### config.mk
export PLATFORM = sky130hd
export DESIGN_NAME = fpu_aux_arbiter
export DESIGN_NICKNAME = d
export VERILOG_FILES = /design/src/rtl/fpu_aux_arbiter.sv
export SDC_FILE = /design/constraint.sdc
export NUM_CORES = 1
export LEC_CHECK = 0
export BUFFER_PORTS_ARGS = -buffer_cell sky130_fd_sc_hd__buf_2
export CAP_MARGIN = 20
export CORE_ASPECT_RATIO = 1.4
export CORE_MARGIN = 8
export CORE_UTILIZATION = 37
export CTS_CLUSTER_SIZE = 20
export DETAILED_ROUTE_END_ITERATION = 10
export PLACE_DENSITY = 0.72
export SYNTH_ARGS = -nofsm -noshare
export SYNTH_HDL_FRONTEND = slang
export SYNTH_SLANG_ARGS = --single-unit
### constraint.sdc
create_clock -name clk_i -period 5.3 [get_ports clk_i]
set_clock_uncertainty 0.2 [all_clocks]
set_input_delay 0.53 -clock clk_i [delete_from_list [all_inputs] [get_ports clk_i]]
set_output_delay 0.53 -clock clk_i [all_outputs]
set_load 0.02 [all_outputs]
### src/rtl/fpu_aux_arbiter.sv
// Shares one fpu_float_aux datapath among num_req_p requesters: round-robin grant
// into an issue register, response register with back-pressure, per-requester sticky flags.
package fpu_aux_arbiter_pkg;
   typedef enum logic [3:0] {
      eFSGNJ, eFSGNJN, eFSGNJX, eFMIN, eFMAX, eFEQ, eFLT, eFLE,
      eFCLASS, eFCVT_S_W, eFCVT_S_WU, eFCVT_W_S, eFCVT_WU_S, eFMV_X_W, eFMV_W_X, eFSQRT
   } fpu_float_op_e;
endpackage

module fpu_aux_arbiter
   import fpu_aux_arbiter_pkg::*;
#(
   parameter  int num_req_p    = 2,
   parameter  int data_width_p = 33,
   parameter  int tag_width_p  = 5,
   localparam int id_width_lp  = (num_req_p > 1) ? $clog2(num_req_p) : 1
) (
   input  logic                                     clk_i,
   input  logic                                     reset_n_i,
   input  logic [num_req_p-1:0]                     req_v_i,
   input  fpu_float_op_e [num_req_p-1:0]            req_op_i,
   input  logic [num_req_p-1:0][data_width_p-1:0]   req_rs1_i,
   input  logic [num_req_p-1:0][data_width_p-1:0]   req_rs2_i,
   input  logic [num_req_p-1:0][2:0]                req_rm_i,
   input  logic [num_req_p-1:0][tag_width_p-1:0]    req_tag_i,
   output logic [num_req_p-1:0]                     req_yumi_o,
   output fpu_float_op_e                            aux_op_o,
   output logic [data_width_p-1:0]                  aux_rs1_o,
   output logic [data_width_p-1:0]                  aux_rs2_o,
   output logic [2:0]                               aux_rm_o,
   output logic                                     aux_v_o,
   input  logic                                     aux_v_i,
   input  logic [data_width_p-1:0]                  aux_result_i,
   input  logic [4:0]                               aux_fflags_i,
   output logic                                     resp_v_o,
   input  logic                                     resp_ready_i,
   output logic [id_width_lp-1:0]                   resp_id_o,
   output logic [tag_width_p-1:0]                   resp_tag_o,
   output logic [data_width_p-1:0]                  resp_result_o,
   output logic                                     resp_illegal_o,
   input  logic [num_req_p-1:0]                     fflags_clr_i,
   output logic [num_req_p-1:0][4:0]                fflags_acc_o
);

   logic                              r_live;
   logic [id_width_lp-1:0]            r_prio;

   logic                              r_ir_v;
   fpu_float_op_e                     r_ir_op;
   logic [data_width_p-1:0]           r_ir_rs1;
   logic [data_width_p-1:0]           r_ir_rs2;
   logic [2:0]                        r_ir_rm;
   logic [id_width_lp-1:0]            r_ir_id;
   logic [tag_width_p-1:0]            r_ir_tag;

   logic                              r_rr_v;
   logic [data_width_p-1:0]           r_rr_result;
   logic [4:0]                        r_rr_fflags;
   logic                              r_rr_illegal;
   logic [id_width_lp-1:0]            r_rr_id;
   logic [tag_width_p-1:0]            r_rr_tag;

   logic [num_req_p-1:0][4:0]         r_fflags_acc;

   logic                              w_resp_hs;
   logic                              w_ir_adv;
   logic                              w_ir_free;
   logic                              w_gnt_v;
   logic [id_width_lp-1:0]            w_gnt_id;
   logic [num_req_p-1:0]              w_yumi;
   logic [id_width_lp:0]              w_scan_sum;
   logic [id_width_lp-1:0]            w_scan_idx;

   assign w_resp_hs = r_rr_v & resp_ready_i;
   assign w_ir_adv  = r_ir_v & (~r_rr_v | resp_ready_i);
   assign w_ir_free = ~r_ir_v | w_ir_adv;

   // Round-robin scan starting at r_prio; r_live blocks the edge that releases reset.
   always_comb begin
      w_yumi     = '0;
      w_gnt_v    = 1'b0;
      w_gnt_id   = '0;
      w_scan_sum = '0;
      w_scan_idx = '0;
      for (int k = 0; k < num_req_p; k++) begin
         w_scan_sum = {1'b0, r_prio} + (id_width_lp+1)'(k);
         if (w_scan_sum >= (id_width_lp+1)'(num_req_p))
            w_scan_sum = w_scan_sum - (id_width_lp+1)'(num_req_p);
         w_scan_idx = w_scan_sum[id_width_lp-1:0];
         if (!w_gnt_v && req_v_i[w_scan_idx] && w_ir_free && r_live) begin
            w_gnt_v  = 1'b1;
            w_gnt_id = w_scan_idx;
         end
      end
      if (w_gnt_v)
         w_yumi[w_gnt_id] = 1'b1;
   end

   always_ff @(posedge clk_i or negedge reset_n_i) begin
      if (!reset_n_i) begin
         r_live       <= 1'b0;
         r_prio       <= '0;
         r_ir_v       <= 1'b0;
         r_rr_v       <= 1'b0;
         r_fflags_acc <= '0;
      end else begin
         r_live <= 1'b1;
         if (w_gnt_v)
            r_prio <= (w_gnt_id == id_width_lp'(num_req_p - 1)) ? '0 : w_gnt_id + 1'b1;
         if (w_gnt_v)
            r_ir_v <= 1'b1;
         else if (w_ir_adv)
            r_ir_v <= 1'b0;
         if (w_ir_adv)
            r_rr_v <= 1'b1;
         else if (w_resp_hs)
            r_rr_v <= 1'b0;
         // A clear landing with an update keeps only the new flags.
         for (int k = 0; k < num_req_p; k++) begin
            if (w_resp_hs && !r_rr_illegal && (r_rr_id == id_width_lp'(k)))
               r_fflags_acc[k] <= (fflags_clr_i[k] ? 5'b0 : r_fflags_acc[k]) | r_rr_fflags;
            else if (fflags_clr_i[k])
               r_fflags_acc[k] <= '0;
         end
      end
   end

   always_ff @(posedge clk_i) begin
      if (w_gnt_v) begin
         r_ir_op  <= req_op_i[w_gnt_id];
         r_ir_rs1 <= req_rs1_i[w_gnt_id];
         r_ir_rs2 <= req_rs2_i[w_gnt_id];
         r_ir_rm  <= req_rm_i[w_gnt_id];
         r_ir_id  <= w_gnt_id;
         r_ir_tag <= req_tag_i[w_gnt_id];
      end
      if (w_ir_adv) begin
         r_rr_result  <= aux_result_i;
         r_rr_fflags  <= aux_fflags_i;
         r_rr_illegal <= ~aux_v_i;
         r_rr_id      <= r_ir_id;
         r_rr_tag     <= r_ir_tag;
      end
   end

   assign req_yumi_o     = w_yumi;
   assign aux_op_o       = r_ir_op;
   assign aux_rs1_o      = r_ir_rs1;
   assign aux_rs2_o      = r_ir_rs2;
   assign aux_rm_o       = r_ir_rm;
   assign aux_v_o        = r_ir_v;
   assign resp_v_o       = r_rr_v;
   assign resp_id_o      = r_rr_id;
   assign resp_tag_o     = r_rr_tag;
   assign resp_result_o  = r_rr_result;
   assign resp_illegal_o = r_rr_illegal;
   assign fflags_acc_o   = r_fflags_acc;

endmodule
==> results.rst <==
.. list-table::
   :header-rows: 1

   * - Metric
     - Value
   * - Placeable core region
     - between 0.01 and 0.015 sq mm
   * - TritonRoute pass-1 iters
     - 4
   * - Vias after detailed routing
     - 3682
   * - Slew Viols, Final
     - 0
   * - Worst min-delay path category
     - input port to flip-flop
   * - Startpoint Class
     - flip-flop
   * - Synthesized-area fraction occupied by and/or/nand/nor cells
     - 1.62%
   * - Most common cell after layout, fill and taps aside
     - sky130_fd_sc_hd__buf_2
   * - Fraction of the yosys area taken by sequential cells
     - between 70% and 80%
   * - Post-synthesis mux area share
     - between 10% and 20%
   * - Cells along the critical path
     - nand3b_4, o2111a_4, buf_4, mux2_2
   * - Power after layout
     - 2910 uW
   * - F_max
     - 385 MHz
   * - Number of endpoints with negative hold slack in the final report
     - 0
   * - Worst endpoint required time
     - between 5 and 6 ns
   * - Ys Warns
     - 0
   * - Drc violations
     - 0
   * - Synthesis-to-finish area growth
     - 46.0%
   * - Floorplan die area
     - between 0.015 and 0.02 sq mm
   * - Cell area after placement
     - between 0.007 and 0.008 sq mm
   * - Via count of the first global-routing pass
     - 4321
   * - Slowest cell on crit path
     - sky130_fd_sc_hd__o2111a_4
   * - Max incr delay on CP
     - about 0.6 ns
   * - Site row count
     - 52
   * - Clock slew seen by the registers of the worst setup and hold paths
     - 0.06 ns
   * - Number of instances in the synthesized netlist
     - 265
   * - Total of buffers placed on input and output ports
     - 328
   * - Storage element area
     - about 0.0041 sq mm
   * - Detailed placer's ending HPWL
     - 12200 um
   * - Seq cells post-synth
     - approximately 140
   * - Die Ht
     - ~160 um
   * - Number of violations reported at the end of detailed-routing iteration 0
     - around 130
   * - Most frequent cells in the layout
     - sky130_fd_sc_hd__buf_2 (328), sky130_fd_sc_hd__edfxtp_1 (124), sky130_fd_sc_hd__mux2_2 (69)
   * - Arrival time at the worst endpoint
     - about 2.6 ns
   * - Compound-gate portion of the synthesized area
     - 2.38%
   * - Largest fanout on the critical path
     - 43
   * - Root buffer cell
     - sky130_fd_sc_hd__clkbuf_16
   * - Gate power share
     - between 10% and 20%
   * - Unrepaired setup endpoints after global routing
     - false
   * - Max-cap check violation count
     - 0
   * - Post-Synthesis Net Count
     - roughly 470
   * - Critical path start-end classification
     - flip-flop to flip-flop
   * - Register share of total power
     - between 40% and 50%
   * - Final layout net count
     - roughly 810
   * - Post-synthesis area per instance
     - roughly 20 sq um
   * - Final weighted congestion in routability-driven placement
     - 0.843
   * - Adder and majority cell fraction of the synthesized area
     - 0%
   * - Period minus WS final
     - between 2 and 3 ns
   * - CTS tree
     - yes
   * - Critical path endpoint category
     - flip-flop
   * - Number of buffers between clock root and the deepest sink
     - 2
   * - Internal power
     - 2210 uW
   * - Starting density of the core
     - a little under two fifths
   * - Summed instance area of the synthesized netlist
     - roughly 0.0053 sq mm
   * - Antenna violations before repair
     - 0
   * - X dimension of the die
     - 117 um
   * - Power density over cell area
     - about 380 mW/mm^2
   * - Tightest slew margin relative to the limit
     - about a third
   * - Routed vias/inst
     - between 4 and 5
   * - Global-route wire length before repair
     - around 23000 um
   * - Avg WL per Cell
     - around 18 um
   * - Count of clock tree sinks
     - 138
   * - Number of buffers added for setup after CTS
     - 0
   * - Final design instance area without fill
     - 0.00777 sq mm
   * - Main combinational cell family by area after synthesis
     - multiplexers
   * - Final standard cell utilization of the core
     - 54.5%
   * - Net switching fraction of the power
     - 24.3%
   * - Final clock period utilization by the worst path
     - between 40% and 50%
   * - Source-to-sink clock delay at the later pin of the worst-skew pair
     - about 0.41 ns
   * - Final hold slack
     - between 0.09 and 0.1 ns
   * - Residual overflow from global routing
     - 0
   * - Max rail drop VDD
     - 0.169 mV
   * - Xor and xnor fraction of the mapped netlist area
     - 0%
   * - Final setup fails
     - 0
   * - Aggregate routed wire length
     - 14900 um
   * - Overall Global Routing Usage
     - between 15 and 20%
   * - Synth unique cells
     - 24
   * - Post-route setup TNS
     - 0 ns
   * - CTS Buf Count
     - 17
   * - Fraction of layout instances using a drive strength above 1
     - between 70% and 80%
   * - Leakage
     - between 0.003 and 0.004 uW
   * - Number of levels in the clock H-tree
     - 4
   * - Multi-input logic area
     - around 0.0011 sq mm
   * - Diodes inserted
     - 0
   * - Number of ports placed on the die boundary
     - 329
   * - Switching Power
     - about 710 uW
   * - Result of the run
     - finished clean
   * - Number of fill cells
     - ~1200
   * - Remaining number of nets flagged by the antenna check after routing
     - 0
   * - Clk network pwr share
     - 41.4%
   * - Maximum number of pins on one net before global-route repair
     - 53
   * - Transition time at the pin with the least slew margin
     - 0.984 ns
==> kinds of logic (layout without fill, tap and decap cells) <==
family	count (synthesis)	after routing
other cells	1	1
flops	138	138
simple gates	14	14
mux	78	78
buf+inv	17	371
compound gates	17	17
==> stage by stage <==
step | cells | worst slack (ns)
after global placement | 775 | 2.48
after detailed placement | 775 | 2.41
final | 808 | 2.70
after floorplan | 265 | 2.34
after CTS | 808 | 2.67
after global routing | 808 | 2.55
==> timing repair <==
action                                  CTS  global route
hold endpoints to repair                 14             0
endpoints found under the setup margin    0             0
resized for setup                         0             0
hold buffers                              1             0
==> Yosys cell counts (all sizes together) <==
cell type  instances  area share (%)
a21oi              1           0.094
a22o               5            0.82
a31oi              1            0.12
a41oi              1            0.16
and2               1            0.12
and4b              1            0.19
buf                9             1.6
conb               1           0.071
dfrtp             14             6.6
edfxtp           124              70
inv                8            0.56
mux2              78              17
nand2              7            0.49
nand2b             1            0.12
nand3              1           0.094
nand3b             1            0.38
nor3               1           0.094
o2111a             2            0.42
o211a              1            0.19
o21ai              6            0.56
or2b               1            0.14
==> registers in the layout, indices dropped and copies added, names as in the netlist, 3 cells and up <==
signal         flops
aux_rs1_o         33
aux_rs2_o         33
resp_result_o     33
fflags_acc_o      10
r_ir_tag           5
r_rr_fflags        5
resp_tag_o         5
aux_op_o           4
aux_rm_o           3
==> power groups by stage <==
stage	Combinational, uW	Clock, uW	Sequential, uW
detailed placement	393	0	1340
finish	387	1210	1320
floorplan	127	0	1440
global placement	384	0	1340
global route	417	1290	1330
CTS	395	1240	1320
==> path summary, 6_finish.rpt <==
kind	from	cells past startpoint	to	slack, ns
max in group asynchronous	reset_n_i	2	resp_v_o	4.30
hold reg to reg	r_ir_tag[2]	0	resp_tag_o[2]	0.22
hold / removal	aux_result_i[12]	1	resp_result_o[12]	0.09
setup reg to reg	resp_v_o	4	aux_rs1_o[18]	2.70
setup / recovery	resp_v_o	4	aux_rs1_o[18]	2.70
min in group asynchronous	reset_n_i	2	r_live	0.35
==> per-layer routing <==
metal | track usage (%) | vias to the layer above | wire, um
met1 | 15.3 | 1706 | 5040
met3 | 8.42 | 38 | 1610
li1 | - | 1712 | -
met4 | 8.56 | 0 | 504
met5 | 0 | - | 0
met2 | 27.8 | 226 | 7730
==> cell type report <==
class / instances / share of cell area (%)
tap: 189 / 3.04
clock inverter: 15 / 2.42
timing repair buffer: 331 / 21.5
sequential: 138 / 52.5
clock buffer: 17 / 5.48
inverter: 8 / 0.387
multi-input combinational: 110 / 14.8
==> worst max-delay path, delay by kind of cell, from the launching register on <==
family | cells | cell delay, ns
AOI/OAI and AO/OA | 1 | 0.60
and+or+nand+nor | 1 | 0.15
DFF | 1 | 0.44
muxes | 1 | 0.40
buffers and inverters | 1 | 0.54
Note: power is estimated with default switching activity, not from simulation.
